`config.mk`:
```
export PLATFORM = sky130hd
export DESIGN_NAME = spi_cmd_ctrl
export DESIGN_NICKNAME = d
export VERILOG_FILES = /design/src/rtl/spi_cmd_ctrl.sv
export SDC_FILE = /design/constraint.sdc
export NUM_CORES = 1
export LEC_CHECK = 0
export ABC_AREA = 1
export BUFFER_PORTS_ARGS = -buffer_cell sky130_fd_sc_hd__buf_2
export CAP_MARGIN = 40
export CORE_ASPECT_RATIO = 1.1
export CORE_UTILIZATION = 47
export DETAILED_ROUTE_END_ITERATION = 8
export PLACE_DENSITY = 0.76
export SLEW_MARGIN = 40
export SYNTH_ARGS = -nofsm -noshare
export SYNTH_HDL_FRONTEND = slang
export SYNTH_SLANG_ARGS = --single-unit
```
`constraint.sdc`:
```
create_clock -name sys_clk -period 1.3 [get_ports sys_clk]
set_input_delay 0.13 -clock sys_clk [delete_from_list [all_inputs] [get_ports sys_clk]]
set_output_delay 0.13 -clock sys_clk [all_outputs]
set_load 0.05 [all_outputs]
```
`src/rtl/spi_cmd_ctrl.sv`:
```
// rtl/spi_cmd_ctrl.sv - SPI command decoder driving a single-outstanding bus request port
module spi_cmd_ctrl (
  input  logic        sys_clk,
  input  logic        reset,
  input  logic        spi_cs_n,
  input  logic [7:0]  rx,
  input  logic        valid,
  output logic [7:0]  tx,
  output logic [16:0] addr,
  output logic [7:0]  wr_data,
  output logic        we,
  output logic        pending,
  input  logic        done,
  input  logic [7:0]  rd_data_in,
  output logic        overrun
);

  typedef enum logic [2:0] {
    S_CMD,
    S_ADDR_HI,
    S_ADDR_LO,
    S_DATA,
    S_BUSY,
    S_DRAIN
  } state_t;

  localparam logic [2:0] OP_WRITE_AT   = 3'b100;
  localparam logic [2:0] OP_READ_AT    = 3'b011;
  localparam logic [2:0] OP_WRITE_NEXT = 3'b000;
  localparam logic [2:0] OP_READ_NEXT  = 3'b001;

  state_t      state_q, state_d;
  logic [2:0]  op_q, op_d;
  logic [16:0] addr_q, addr_d;
  logic [7:0]  wr_data_q, wr_data_d;
  logic [7:0]  rd_data_q, rd_data_d;
  logic        pending_q, pending_d;
  logic        we_q, we_d;
  logic        overrun_q, overrun_d;
  logic        cs_meta_q, cs_meta_d;
  logic        cs_sync_q, cs_sync_d;

  logic abort;
  logic done_hit;
  logic byte_ok;

  always_comb begin
    state_d   = state_q;
    op_d      = op_q;
    addr_d    = addr_q;
    wr_data_d = wr_data_q;
    rd_data_d = rd_data_q;
    pending_d = pending_q;
    we_d      = we_q;
    overrun_d = overrun_q;
    cs_meta_d = spi_cs_n;
    cs_sync_d = cs_meta_q;

    abort    = cs_sync_q;
    done_hit = done && pending_q;
    // A byte arriving alongside done is a readback byte, not an overrun.
    byte_ok  = valid && !pending_q && !abort;

    if (valid && pending_q && !done) begin
      overrun_d = 1'b1;
    end

    // Completion side effects apply even if the frame was aborted meanwhile.
    if (done_hit) begin
      pending_d = 1'b0;
      if (!we_q) begin
        rd_data_d = rd_data_in;
      end
      addr_d = addr_q + 17'd1;
      if (state_q == S_BUSY) begin
        state_d = S_DRAIN;
      end
    end

    if (byte_ok) begin
      case (state_q)
        S_CMD: begin
          op_d = rx[7:5];
          case (rx[7:5])
            OP_WRITE_AT, OP_READ_AT: begin
              addr_d[16] = rx[0];
              state_d    = S_ADDR_HI;
            end
            OP_WRITE_NEXT: state_d = S_DATA;
            OP_READ_NEXT: begin
              pending_d = 1'b1;
              we_d      = 1'b0;
              state_d   = S_BUSY;
            end
            default: state_d = S_DRAIN;
          endcase
        end
        S_ADDR_HI: begin
          addr_d[15:8] = rx;
          state_d      = S_ADDR_LO;
        end
        S_ADDR_LO: begin
          addr_d[7:0] = rx;
          if (op_q == OP_READ_AT) begin
            pending_d = 1'b1;
            we_d      = 1'b0;
            state_d   = S_BUSY;
          end else begin
            state_d = S_DATA;
          end
        end
        S_DATA: begin
          wr_data_d = rx;
          pending_d = 1'b1;
          we_d      = 1'b1;
          state_d   = S_BUSY;
        end
        default: ;
      endcase
    end

    if (abort) begin
      state_d = S_CMD;
    end
  end

  always_ff @(posedge sys_clk) begin
    if (reset) begin
      state_q   <= S_CMD;
      op_q      <= 3'd0;
      addr_q    <= 17'd0;
      wr_data_q <= 8'd0;
      rd_data_q <= 8'd0;
      pending_q <= 1'b0;
      we_q      <= 1'b0;
      overrun_q <= 1'b0;
      cs_meta_q <= 1'b1;
      cs_sync_q <= 1'b1;
    end else begin
      state_q   <= state_d;
      op_q      <= op_d;
      addr_q    <= addr_d;
      wr_data_q <= wr_data_d;
      rd_data_q <= rd_data_d;
      pending_q <= pending_d;
      we_q      <= we_d;
      overrun_q <= overrun_d;
      cs_meta_q <= cs_meta_d;
      cs_sync_q <= cs_sync_d;
    end
  end

  assign tx      = rd_data_q;
  assign addr    = addr_q;
  assign wr_data = wr_data_q;
  assign we      = we_q;
  assign pending = pending_q;
  assign overrun = overrun_q;

endmodule

```
==> impl_metrics.yaml, run 1 <==
setup_path:
  end_kind: "flop"
  crit_path_start_kind: "flop"
  critical_path.max_fanout: 4
  worstReg2RegStart: "addr[1]"
  reg2reg_slack_ns: -0.005
  path_class: "reg -> reg"
  r2r-end: "addr[4]"
  worstPathArrival_ns: 1.49
  required_ns: 1.49
  reg2reg_depth: 7
detailed_routing:
  drt_pass1_iterations: 4
  vias: 2227
  routed_wl_microns: 5540
  vias_per_cell: 5.10
  drc: 0
  wl_per_cell_microns: 12.7
  ant_nets: 0
  drtIter0Drc: 82
global_routing:
  grt_max_degree: 36
  grt_usage: 0.243
  grt_pass1_wl_microns: 8870
  grt_overflow: 0
  antenna_found_initial: 0
  first_global_vias: 2072
clock_network:
  tritoncts: "built"
  root_buffer: "clkbuf_8"
  clk_latency_ns: 0.30
  clkSlewWorstSetupHoldPaths_ns: 0.08
  htree_levels: 2
  cts_buffers: 5
  cts_buffer_depth: 2
  cts.sinks: 44
power_and_ir_drop:
  seq_power_share: 0.549
  switching_share: 0.229
  comb_power_share: 0.059
  clkPwrFrac: 0.392
  p_int_uw: 1890
  power.leakage_uw: 0.00145
  pwr_density_cell_nw_per_um2: 850
  power_switching_uw: 562
  total_power_uw: 2450
  peakVddDrop_mv: 0.712
floorplanning:
  initial_core_util: 0.488
  io_pins: 57
  fp.dieW_microns: 65.4
  core-area_sq_um: 4250
  rows: 25
  die_area_sq_um: 4690
  fp.dieH_microns: 71.7
hold_path:
  worst_hold_startpoint: "spi_cs_n"
  min_path_type: "in -> reg"
  whs_path_depth: 2
  min_to: "cs_meta_q"
timing:
  final.setup.tns_ns: -0.00453
  post-route-period-util: 1.00
  relSlewSlack: 0.826
  clock_skew_ns: 0.00737
  setup_viol: 1
  hold_violations: 0
  fmax_mhz: 767
  worst_pin_slew_ns: 0.260
  slew_violations: 0
  finalCriticalPeriod_ns: 1.30
  rsz0062_at_grt: "true"
  fin_ws_ns: -0.00453
cells_and_area:
  antenna_cells: 0
  fin_area_sq_um: 2890
  fin_nets: 404
  drive_gt1_frac: 0.381
  syn2layout_area_growth_pct: 39.0
  fin_util: 0.679
placed_design:
  pre_cts_ws_ns: -0.0121
  gp_congestion: 0.820
  dpl.hpwl_microns: 3980
  place_area_sq_um: 2600
  portBuffers: 56
job:
  cap_violations: 0
status:
  status: "finished, violations left"
  violations: "setup timing"
synth:
  synthesis.area_sq_um: 2080
  yosysWarnings: 0
  syn_inst: 302
  syn_avg_cell_area_sq_um: 6.88
  ys_ff_latch: 44
  synth_nets: 324
  ys_seq_area_frac: 0.424
  synth_cell_types: 25
==> cell type report <==
type                       count  area [sq um]
clock buffer                   6          93.8
clock inverter                 2          11.3
fill                         384          1370
inverter                      42           158
multi-input combinational    210          1150
sequential                    44           918
tap                           54          67.6
timing repair buffer          79           492
==> worst max-delay path: stages (launching register included) <==
cell and delay [ns]:
dfxtp_4 0.36, ha_4 0.15, nand3_4 0.09, nor2_4 0.21, buf_6 0.13, buf_6 0.09, xnor2_2 0.09, a21oi_1 0.07
==> worst max path at each step <==
stage | from | slack (ns) | end
floorplan | addr[1] | -0.02 | addr[10]
finish | addr[1] | -0.005 | addr[4]
global placement | state_q[0] | 0.01 | addr[14]
detailed placement | pending | -0.01 | addr[3]
global route | addr[1] | -0.09 | addr[4]
CTS | abort | -0.005 | wr_data[1]
==> timing repair <==
item                       CTS  global route
hold buffers                 0             0
buffers inserted             1             3
pin swaps                    3             9
resized for setup            7            55
setup endpoints to repair   12            32
gates cloned                 1             0
==> cell usage after synthesis <==
cell | number | area share
or2_2 | 2 | 0.0060
nor3_1 | 2 | 0.0048
nor2_1 | 50 | 0.090
buf_2 | 1 | 0.0024
xor2_1 | 3 | 0.013
xnor2_1 | 3 | 0.013
nand3b_1 | 2 | 0.0072
nor2_2 | 2 | 0.0060
nor3_2 | 1 | 0.0048
o211ai_1 | 1 | 0.0036
nand4_1 | 9 | 0.027
o31ai_1 | 1 | 0.0036
nor2_4 | 2 | 0.011
o21ai_0 | 41 | 0.099
a21oi_1 | 21 | 0.051
buf_6 | 1 | 0.0054
nand2_2 | 1 | 0.0030
nand2_1 | 48 | 0.087
dfxtp_1 | 44 | 0.42
inv_1 | 42 | 0.076
nand3_1 | 20 | 0.048
clkbuf_1 | 2 | 0.0036
buf_1 | 1 | 0.0018
buf_4 | 1 | 0.0036
ha_1 | 1 | 0.0060
==> metal layers <==
layer	vias to the layer above	track usage	part of all wire
met5	-	0	0
met4	0	0.0797	0.014
met3	8	0.0557	0.052
met2	70	0.432	0.50
met1	1002	0.285	0.44
li1	1147	-	-
==> power groups by stage <==
stage / logic [uW] / clock network, uW / registers [uW]
after floorplan: 51.8 / 0 / 1380
after global placement: 132 / 0 / 1380
after detailed placement: 132 / 0 / 1380
after CTS: 134 / 997 / 1350
after global routing: 160 / 1040 / 1350
final: 145 / 962 / 1350
==> flip-flops by register name, indices dropped and copies added, names as in the netlist <==
| signal | cells |
|---|---|
| wr_data | 8 |
| addr | 17 |
| tx | 8 |
| abort | 1 |
| cs_meta_q | 1 |
| we | 1 |
| op_q | 3 |
| overrun | 1 |
| state_q | 3 |
| pending | 1 |
==> cell families after synthesis <==
kind of cell / after synthesis / synth area share
buffers and inverters: 48 / 0.0928
AOI/OAI and AO/OA: 64 / 0.157
xor gates and xnor gates: 6 / 0.0253
adders and majority gates: 1 / 0.00602
DFF: 44 / 0.424
and+or+nand+nor: 139 / 0.295
==> cells in the final DEF (no fill, tap or decap), types with 2 or more instances in the layout <==
cell type	instances
clkbuf_8	5
dfxtp_1	26
nor2_2	8
buf_6	7
or2_2	2
dfxtp_4	6
dfxtp_2	12
xnor2_1	2
nand2_1	43
nand4_1	9
nor3_2	2
nand2_2	3
nand3_1	17
buf_4	15
nand2_4	3
nand3b_1	2
nor2_1	42
nor2_4	4
nand3_2	2
buf_2	56
a21oi_1	17
a21oi_2	4
o21ai_0	25
inv_2	6
o21ai_1	13
o21ai_2	3
xor2_1	3
inv_1	36
==> stage by stage <==
step           std cells  hold WS [ns]
2_1_floorplan        302         0.189
3_3_place_gp         424         0.312
3_5_place_dp         424         0.324
4_1_cts              434        0.0134
5_1_grt              437        0.0232
6_report             437        0.0224
Power figures use the tool's default switching activity.
==> run 2: changes to the inputs <==
--- a/config.mk
+++ b/config.mk
@@ -9,9 +9,11 @@
 export BUFFER_PORTS_ARGS = -buffer_cell sky130_fd_sc_hd__buf_2
 export CAP_MARGIN = 40
 export CORE_ASPECT_RATIO = 1.1
-export CORE_UTILIZATION = 47
+export CORE_UTILIZATION = 49
+export CTS_BUF_LIST = sky130_fd_sc_hd__clkbuf_2 sky130_fd_sc_hd__clkbuf_4 sky130_fd_sc_hd__clkbuf_8
 export DETAILED_ROUTE_END_ITERATION = 8
-export PLACE_DENSITY = 0.76
+export PLACE_DENSITY = 0.78
+export SKIP_LAST_GASP = 1
 export SLEW_MARGIN = 40
 export SYNTH_ARGS = -nofsm -noshare
 export SYNTH_HDL_FRONTEND = slang
==> run 2 against run 1 <==
Compared with the run above: die area decreased by 4.0%; clock power decreased by 5.3%; design area decreased by 2.2%; count of clock-buffer cells in the layout increased by 2; the flow now finishes without violations; non-clock buffer count decreased by 3; core utilization increased by 2.3 points; sequential share of layout area increased by 0.90 points; worst hold slack got worse by 0.0093 ns.
==> impl_metrics.yaml, run 2 (synthesized netlist as in run 1, its figures left out) <==
status:
  status: "completed"
global_routing:
  top_usage_layer: "met2"
  antenna_found_initial: 0
  use_met3: 0.0458
  grt_overflow: 0
  grt_pass1_wl_microns: 8660
  grt_max_degree: 37
  grt_util_met1: 0.304
  first_global_vias: 1984
  grt_usage: 0.245
  use_met2: 0.418
detailed_routing:
  vias_per_cell: 5.10
  drc: 0
  vias: 2207
  routed_wl_microns: 5580
  drt_pass1_iterations: 4
  drtIter0Drc: 128
  ant_nets: 0
  wl_per_cell_microns: 12.9
clock_network:
  clkSlewWorstSetupHoldPaths_ns: 0.08
  cts_buffers: 5
  cts_buffer_depth: 2
  htree_levels: 2
  root_buffer: "clkbuf_8"
  tritoncts: "built"
  clk_latency_ns: 0.29
  cts.sinks: 44
setup_path:
  cp_cell_sequence: "ha_4 -> nand3_2 -> nor2_4 -> nand2_2 -> o21ai_1 -> nand3_1 -> nand2_1 -> inv_1"
  required_ns: 1.50
  path_delay_family: "simple AND/OR/NAND/NOR gates"
  path_class: "reg -> reg"
  end_kind: "flop"
  crit_path_start_kind: "flop"
  slowest_stage: "dfxtp_4"
  worstPathArrival_ns: 1.48
  path_buf_inv: 1
  critical_path.max_fanout: 4
  cpPeakStageDelay_ns: 0.38
cells_and_area:
  antenna_cells: 0
  fill_cells: 355
  fin_util: 0.701
  fin_nets: 402
  drive_gt1_frac: 0.357
  largest_register_ffs: 17
  final_cells: 433
  final_common_cell: "buf_2"
  layout_common_cells: "56 x buf_2, 43 x nand2_1, 40 x nor2_1, 38 x inv_1, 34 x o21ai_0"
  syn2layout_area_growth_pct: 35.9
placed_design:
  portBuffers: 56
  dpl.hpwl_microns: 3850
  gp_congestion: 0.829
  dp_cells: 420
timing:
  worst_pin_slew_ns: 0.270
  setup_viol: 0
  post-route-period-util: 0.984
  finalCriticalPeriod_ns: 1.28
  clock_skew_ns: 0.00629
  slew_violations: 0
  rsz0062_at_grt: "true"
  relSlewSlack: 0.818
  fmax_mhz: 782
  hold_violations: 0
floorplanning:
  fp.dieW_microns: 64.1
  rows: 24
  fp.dieH_microns: 70.3
  core-area_sq_um: 4020
  die_area_sq_um: 4500
  initial_core_util: 0.516
  io_pins: 57
power_and_ir_drop:
  pwr_density_cell_nw_per_um2: 851
  power.leakage_uw: 0.00138
  peakVddDrop_mv: 0.680
job:
  cap_violations: 0
hold_path:
  min_path_type: "in -> reg"
==> run 2: cell types whose count changed in the layout (fill, tap and decap cells not counted), sizes merged <==
cell,delta
buf,-3
clkbuf,+2
clkinv,-1
inv,-1
nand3,+1
==> run 2: what timing repair did <==
action                     4_1_cts  5_1_grt
resized for setup                5       36
pin swaps                        2       15
gates cloned                     0        1
setup endpoints to repair       11       27
hold buffers                     0        0
setup buffers                    2        2
==> run 2: layout make-up <==
type | instances | area, sq um | share of cell area
multi-input combinational | 211 | 1130 | 0.400
sequential | 44 | 923 | 0.327
timing repair buffer | 76 | 450 | 0.160
inverter | 42 | 158 | 0.0559
clock buffer | 8 | 97.6 | 0.0346
tap | 52 | 65.1 | 0.0230
==> run 2: metrics by stage <==
stage                     power, uW  setup TNS, ns  instance area (sq um)  hold slack, ns  worst slack [ns]
after CTS                      2420        -0.0222                   2710         0.00997           -0.0130
after global routing           2490         -0.552                   2820          0.0117           -0.0648
after global placement         1510       -0.00646                   2580           0.311          -0.00646
after floorplan                1440        -0.0195                   2140           0.189           -0.0195
final                          2400              0                   2820          0.0132            0.0204
after detailed placement       1510         -0.216                   2580           0.318           -0.0710
==> run 2: power breakdown <==
| part | total (uW) | switching [uW] | internal, uW |
|---|---|---|---|
| logic | 147 | 86.6 | 60.5 |
| registers | 1350 | 6.28 | 1340 |
| clock network | 911 | 435 | 475 |
| total | 2400 | 528 | 1870 |
==> run 2: worst register-to-register path, cell delays in order, from the launching register on <==
cell and delay (ns):
dfxtp_4 0.38, ha_4 0.14, nand3_2 0.11, nor2_4 0.15, nand2_2 0.10, o21ai_1 0.12, nand3_1 0.08, nand2_1 0.06
inv_1 0.03
==> run 2: final timing paths <==
path,end,from,slack (ns),cells after the start
setup reg to reg,addr[10],addr[0],0.02,8
setup / recovery,addr[10],addr[0],0.02,8
hold / removal,cs_meta_q,spi_cs_n,0.01,2
hold reg to reg,abort,cs_meta_q,0.41,1
==> run 2: layer usage <==
layer,part of all wire,vias to the layer above
li1,-,1135
met1,0.43,989
met2,0.50,69
met3,0.044,14
met4,0.023,0
met5,0,-
